===== src/rtl/ctrl_pc_sequencer_if.sv =====
// ctrl_pc_sequencer_if: decode/flag inputs, call-stack handshake and PC outputs of the sequencer
interface ctrl_pc_sequencer_if #(parameter int ADDR_W = 10);
  logic              instr_valid, stall_in, is_jmp, is_jcond, is_jr_ra;
  logic [1:0]        cond_sel;
  logic              flag_lt, flag_gt, flag_eq, flag_c;
  logic [ADDR_W-1:0] target, ret_addr, pc, push_addr;
  logic              stack_empty, push, pop, hold, redirect, overflow, underflow;
  modport master (
    output instr_valid, stall_in, is_jmp, is_jcond, is_jr_ra, cond_sel,
           flag_lt, flag_gt, flag_eq, flag_c, target, ret_addr, stack_empty,
    input  pc, push, pop, push_addr, hold, redirect, overflow, underflow
  );
  modport slave (
    input  instr_valid, stall_in, is_jmp, is_jcond, is_jr_ra, cond_sel,
           flag_lt, flag_gt, flag_eq, flag_c, target, ret_addr, stack_empty,
    output pc, push, pop, push_addr, hold, redirect, overflow, underflow
  );
endinterface


===== src/rtl/ctrl_pc_sequencer.sv =====
// ctrl_pc_sequencer: PC owner resolving jumps/returns against a lagging call/return stack
module ctrl_pc_sequencer #(
  parameter int ADDR_W       = 10,
  parameter int STACK_USABLE = 7,
  parameter int SETTLE       = 2
) (
  input logic               clk,
  input logic               reset,
  ctrl_pc_sequencer_if.slave bus
);
  localparam int DW = $clog2(STACK_USABLE + 1);
  localparam int SW = $clog2(SETTLE + 1);
  localparam logic [DW-1:0] DEPTH_MAX = DW'(STACK_USABLE);
  localparam logic [SW-1:0] SETTLE_LD = SW'(SETTLE);
  logic [ADDR_W-1:0] pc_q, pc_d, pc_inc;
  logic [DW-1:0]     depth_q, depth_d;
  logic [SW-1:0]     settle_q, settle_d;
  logic              ovf_q, ovf_d, unf_q, unf_d;
  logic              flag_sel, taken, hold, adv, push, pop;
  assign bus.pc        = pc_q;
  assign bus.push_addr = pc_inc;
  assign bus.overflow  = ovf_q;
  assign bus.underflow = unf_q;
  assign bus.push      = push;
  assign bus.pop       = pop;
  assign bus.hold      = hold;
  // decode, settle interlock, strobes and next state; a return outranks any jump
  always_comb begin
    flag_sel = bus.cond_sel[1] ? (bus.cond_sel[0] ? bus.flag_c : bus.flag_eq)
                               : (bus.cond_sel[0] ? bus.flag_gt : bus.flag_lt);
    taken    = !bus.is_jr_ra & (bus.is_jmp | (bus.is_jcond & flag_sel));
    hold     = !reset & bus.instr_valid & bus.is_jr_ra & (settle_q != '0);
    adv      = bus.instr_valid & !bus.stall_in & !hold & !reset;
    push     = adv & taken;
    pop      = adv & bus.is_jr_ra & !bus.stack_empty;
    bus.redirect = adv & (taken | bus.is_jr_ra);
    pc_inc   = pc_q + ADDR_W'(1);
    pc_d     = !adv ? pc_q
             : bus.is_jr_ra ? (bus.stack_empty ? '0 : bus.ret_addr)
             : taken ? bus.target : pc_inc;
    depth_d  = (push & (depth_q != DEPTH_MAX)) ? depth_q + DW'(1)
             : (pop & (depth_q != '0)) ? depth_q - DW'(1) : depth_q;
    ovf_d    = ovf_q | (push & (depth_q == DEPTH_MAX));
    unf_d    = unf_q | (adv & bus.is_jr_ra & bus.stack_empty);
    settle_d = bus.stall_in ? settle_q
             : (push | pop) ? SETTLE_LD
             : (settle_q != '0) ? settle_q - SW'(1) : settle_q;
  end
  // state registers; reset overrides any pending hold
  always_ff @(posedge clk) begin
    if (reset) begin
      pc_q     <= '0;
      depth_q  <= '0;
      settle_q <= '0;
      ovf_q    <= 1'b0;
      unf_q    <= 1'b0;
    end else begin
      pc_q     <= pc_d;
      depth_q  <= depth_d;
      settle_q <= settle_d;
      ovf_q    <= ovf_d;
      unf_q    <= unf_d;
    end
  end
endmodule


===== src/flat_wrapper.sv =====
// flat-port wrapper written by rule: the top's interface ports become plain ports
module ctrl_pc_sequencer_flat 
#(
  parameter int ADDR_W       = 10,
  parameter int STACK_USABLE = 7,
  parameter int SETTLE       = 2
)
  (clk, reset, bus_instr_valid, bus_stall_in, bus_is_jmp, bus_is_jcond, bus_is_jr_ra, bus_cond_sel, bus_flag_lt, bus_flag_gt, bus_flag_eq, bus_flag_c, bus_target, bus_ret_addr, bus_stack_empty, bus_pc, bus_push, bus_pop, bus_push_addr, bus_hold, bus_redirect, bus_overflow, bus_underflow);
  ctrl_pc_sequencer_if #(.ADDR_W(ADDR_W)) bus_i ();
  input logic clk;
  input logic reset;
  input wire logic [$bits(bus_i.instr_valid)-1:0] bus_instr_valid;
  input wire logic [$bits(bus_i.stall_in)-1:0] bus_stall_in;
  input wire logic [$bits(bus_i.is_jmp)-1:0] bus_is_jmp;
  input wire logic [$bits(bus_i.is_jcond)-1:0] bus_is_jcond;
  input wire logic [$bits(bus_i.is_jr_ra)-1:0] bus_is_jr_ra;
  input wire logic [$bits(bus_i.cond_sel)-1:0] bus_cond_sel;
  input wire logic [$bits(bus_i.flag_lt)-1:0] bus_flag_lt;
  input wire logic [$bits(bus_i.flag_gt)-1:0] bus_flag_gt;
  input wire logic [$bits(bus_i.flag_eq)-1:0] bus_flag_eq;
  input wire logic [$bits(bus_i.flag_c)-1:0] bus_flag_c;
  input wire logic [$bits(bus_i.target)-1:0] bus_target;
  input wire logic [$bits(bus_i.ret_addr)-1:0] bus_ret_addr;
  input wire logic [$bits(bus_i.stack_empty)-1:0] bus_stack_empty;
  output wire logic [$bits(bus_i.pc)-1:0] bus_pc;
  output wire logic [$bits(bus_i.push)-1:0] bus_push;
  output wire logic [$bits(bus_i.pop)-1:0] bus_pop;
  output wire logic [$bits(bus_i.push_addr)-1:0] bus_push_addr;
  output wire logic [$bits(bus_i.hold)-1:0] bus_hold;
  output wire logic [$bits(bus_i.redirect)-1:0] bus_redirect;
  output wire logic [$bits(bus_i.overflow)-1:0] bus_overflow;
  output wire logic [$bits(bus_i.underflow)-1:0] bus_underflow;
  assign bus_i.instr_valid = bus_instr_valid;
  assign bus_i.stall_in = bus_stall_in;
  assign bus_i.is_jmp = bus_is_jmp;
  assign bus_i.is_jcond = bus_is_jcond;
  assign bus_i.is_jr_ra = bus_is_jr_ra;
  assign bus_i.cond_sel = bus_cond_sel;
  assign bus_i.flag_lt = bus_flag_lt;
  assign bus_i.flag_gt = bus_flag_gt;
  assign bus_i.flag_eq = bus_flag_eq;
  assign bus_i.flag_c = bus_flag_c;
  assign bus_i.target = bus_target;
  assign bus_i.ret_addr = bus_ret_addr;
  assign bus_i.stack_empty = bus_stack_empty;
  assign bus_pc = bus_i.pc;
  assign bus_push = bus_i.push;
  assign bus_pop = bus_i.pop;
  assign bus_push_addr = bus_i.push_addr;
  assign bus_hold = bus_i.hold;
  assign bus_redirect = bus_i.redirect;
  assign bus_overflow = bus_i.overflow;
  assign bus_underflow = bus_i.underflow;
  ctrl_pc_sequencer #(.ADDR_W(ADDR_W), .STACK_USABLE(STACK_USABLE), .SETTLE(SETTLE)) u_core (.clk(clk), .reset(reset), .bus(bus_i));
endmodule

===== config.mk =====
export PLATFORM = sky130hd
export DESIGN_NAME = ctrl_pc_sequencer_flat
export DESIGN_NICKNAME = d
export VERILOG_FILES = /design/src/rtl/ctrl_pc_sequencer_if.sv /design/src/rtl/ctrl_pc_sequencer.sv /design/src/flat_wrapper.sv
export SDC_FILE = /design/constraint.sdc
export NUM_CORES = 1
export LEC_CHECK = 0
export ABC_AREA = 0
export ABC_CLOCK_PERIOD_IN_PS = 4010
export CAP_MARGIN = 20
export CORE_MARGIN = 2
export CORE_UTILIZATION = 31
export DETAILED_ROUTE_END_ITERATION = 16
export MAX_ROUTING_LAYER = met4
export PLACE_DENSITY = 0.73
export SYNTH_ARGS = -nofsm -noshare
export SYNTH_HDL_FRONTEND = slang
export SYNTH_SLANG_ARGS = --single-unit

===== constraint.sdc =====
create_clock -name clk -period 4.01 [get_ports clk]
set_input_delay 0.6015 -clock clk [delete_from_list [all_inputs] [get_ports clk]]
set_output_delay 0.6015 -clock clk [all_outputs]
set_load 0.01 [all_outputs]

==> qor.csv <==
stage,metric,value,unit
floorplanning,core_area,0.00397,sq mm
timing,setup_viol,0,
setup_path,arrival,3420,ps
detailed_routing,wire_per_inst,13.8,um
timing,worst_pin_slew,940,ps
setup_path,crit_fanout,11,
setup_path,critPathRequiredTime,4150,ps
detailed_routing,vias_per_cell,5.16,
setup_path,rrSetupSlack,1370,ps
synth,synth_top_family_by_area,simple AND/OR/NAND/NOR gates,
synth,synth_edf_count,0,
grt,grt_use_met2,28.7,%
clock_tree,clkTransAtPathRegs,70,ps
job,maxCapViolations,0,
floorplanning,std_cell_rows,23,
clock_tree,cts_max_path_buffers,2,
power,p_per_area,232,mW/mm^2
synth,ys_warn_count,0,
setup_path,ff2ff_path_depth,12,
outcome,status,completed,
grt,grt_use_met1,20.6,%
synth,synth-compound-area-share,21.1,%
min_path,min_to,u_core.bus.underflow,
synth,synthAdderAreaFrac,3.57,%
synth,synth_ff_type,dfxtp_1,
layout,num_antenna_cells,0,
layout,area_growth,53.0,%
timing,slew_violations,0,
floorplanning,start_util,31.8,%
detailed_routing,final_antenna_net_count,0,
setup_path,crit_start,bus_is_jr_ra,
synth,yosys.area_share.simple,30.9,%
grt,grt_max_degree,16,
clock_tree,cts_root_buf,clkbuf_8,
layout,drive_gt1_share,9.48,%
floorplanning,die_x,67.8,um
synth,post_synth_num_cell_types,45,
clock_tree,htreeDepth,1,
setup_path,crit_type,input port to register,
synth,synth_seq_cells,17,
timing,period_minus_slack,3280,ps
detailed_routing,dr.pass1.iters,4,
placed_design,dpl_cell_area,0.00189,sq mm
min_path,min_delay_path_depth,2,
power,totalPowerFinal,448,uW
placed_design,dp_hpwl,2.78,mm
grt,grt_first_pass_wirelength,5.74,mm
min_path,hp-class,register to register,
layout,final_nets,249,
layout,final_common_cell,clkdlybuf4s50_1,
grt,grt_usage,16.8,%
synth,avgSynthCellArea,8.25,sq um
power,irDropWorstVdd,0.000209,V
clock_tree,clk_latency,250,ps
timing,finalHoldViolations,0,
clock_tree,postCtsResizedCells,0,
clock_tree,numCtsBuffers,3,
synth,synth_mux_area_share,3.96,%
synth,synthXorXnorAreaFrac,7.53,%
setup_path,worst_r2r_endpoint,u_core.depth_q[2],
floorplanning,die_area,0.00460,sq mm
grt,grt_overflow,0,
grt,antenna_found_initial,0,
clock_tree,clock-sinks,17,
synth,ys_async_sr_fraction,0,%
detailed_routing,drt-initial-drc-count,56,
detailed_routing,vias,1347,
placed_design,place_ws,431,ps
setup_path,crit_path_end_kind,register,
timing,worst_hold_slack,466,ps
timing,fin_tns_setup,0,ps
floorplanning,boundaryPins,60,
synth,netlist_area,0.00126,sq mm
setup_path,r2r-start,u_core.settle_q[1],
timing,rsz0062_at_grt,false,
synth,syn_nets,190,
layout,fin_cells,261,
grt,grt_pass1_vias,1227,
synth,synth_seq_area_share,27.0,%
synth,netlist_instances,153,
timing,fmax,305,MHz
grt,use_met3,3.95,%
min_path,hp-start,u_core.bus.underflow,
power,leakagePower,0.702,nW
timing,setup_ws,728,ps
timing,skew,3.20,ps
placed_design,place_inst,257,
grt,busiest_layer,met2,
clock_tree,cts_tree,done,
layout,utilization,48.6,%
setup_path,cp-start-kind,input port,
layout,stdcell_area,0.00193,sq mm
clock_tree,postCtsSetupBuffers,0,
clock_tree,hold_buffers,0,
placed_design,gp_congestion,0.818,
detailed_routing,wirelength,3.61,mm
floorplanning,dieHeight,67.8,um
detailed_routing,drcViolationCount,0,
placed_design,portBuffers,59,
layout,mostFrequentLayoutCells,"clkdlybuf4s50_1, nor2_1, dfxtp_1",
timing,post-route-period-util,81.8,%
timing,timing.slew.headroom,37.2,%
[flip-flops by register name (all words and copies together), names as in the netlist]
name	flops
u_core.depth_q	3
u_core.bus.underflow	1
u_core.settle_q	2
u_core.bus.overflow	1
u_core.bus.pc	10
[critical path, cell delays in order]
cell and delay (ps):
clkdlybuf4s50_1 570, or3b_1 450, o221ai_2 180, and2_4 190
nand2_1 60, fa_1 390, or4bb_1 490, nor4_1 190
a41oi_1 90, xor2_1 160, nor2_1 50
[logic make-up (layout without fill, tap and decap cells)]
group                      after synthesis  count (layout)
xor gates and xnor gates                10              10
adders and majority gates                3               3
AOI/OAI and AO/OA                       33              33
buffers and inverters                   13              71
muxes                                    5               5
and+or+nand+nor                         72              72
DFF                                     17              17
[how the worst max path moves through the flow]
stage,slack [ps],end,depth (start not counted)
after floorplan,1050,u_core.depth_q[2],11
after global placement,580,u_core.depth_q[2],11
after detailed placement,430,u_core.depth_q[2],11
after CTS,710,u_core.depth_q[2],11
after global routing,530,u_core.depth_q[2],11
final,730,u_core.depth_q[2],11
[metal layers]
layer	vias up	part of all wire (%)	routed length [um]
met2	37	49	1760
met3	4	6.2	223
met1	623	44	1600
met4	0	1.0	36
met5	-	0	0
li1	683	-	-
[cell usage after synthesis (2+ instances only)]
| cell | instances | area [sq um] |
|---|---|---|
| a41oi_1 | 3 | 26.3 |
| nor2_1 | 22 | 82.6 |
| nand2b_1 | 3 | 18.8 |
| mux2i_1 | 5 | 50.1 |
| nor3_2 | 2 | 20.0 |
| a21oi_1 | 7 | 35.0 |
| nand3_1 | 5 | 25.0 |
| nor3_1 | 7 | 35.0 |
| clkbuf_1 | 3 | 11.3 |
| a21oi_2 | 2 | 17.5 |
| nand2_1 | 14 | 52.6 |
| or3b_1 | 2 | 17.5 |
| nand3b_1 | 2 | 15.0 |
| xor2_1 | 4 | 35.0 |
| buf_2 | 3 | 15.0 |
| nand4_1 | 2 | 12.5 |
| xnor2_1 | 5 | 43.8 |
| a221o_1 | 4 | 40.0 |
| nor2b_1 | 2 | 12.5 |
| buf_6 | 3 | 33.8 |
| inv_1 | 4 | 15.0 |
| a221oi_1 | 7 | 61.3 |
| a31oi_1 | 2 | 12.5 |
| dfxtp_1 | 17 | 340 |
| ha_1 | 2 | 25.0 |
| o221ai_2 | 2 | 30.0 |
[report_power, final]
part | leakage, nW | internal [mW] | total, mW | switching (mW)
Sequential | 0.138 | 0.176 | 0.184 | 0.00878
Combinational | 0.538 | 0.0759 | 0.133 | 0.0571
Clock | 0.0255 | 0.0690 | 0.131 | 0.0617
[layout make-up]
type,count,area (sq um)
Fill cell,383,2040
Clock inverter,1,5.00
Clock buffer,3,41.3
Timing Repair Buffer,63,621
Inverter,4,15.0
Multi-Input combinational cell,123,847
Sequential cell,17,340
Tap cell,50,62.6
(Power assumes the default switching activity.)
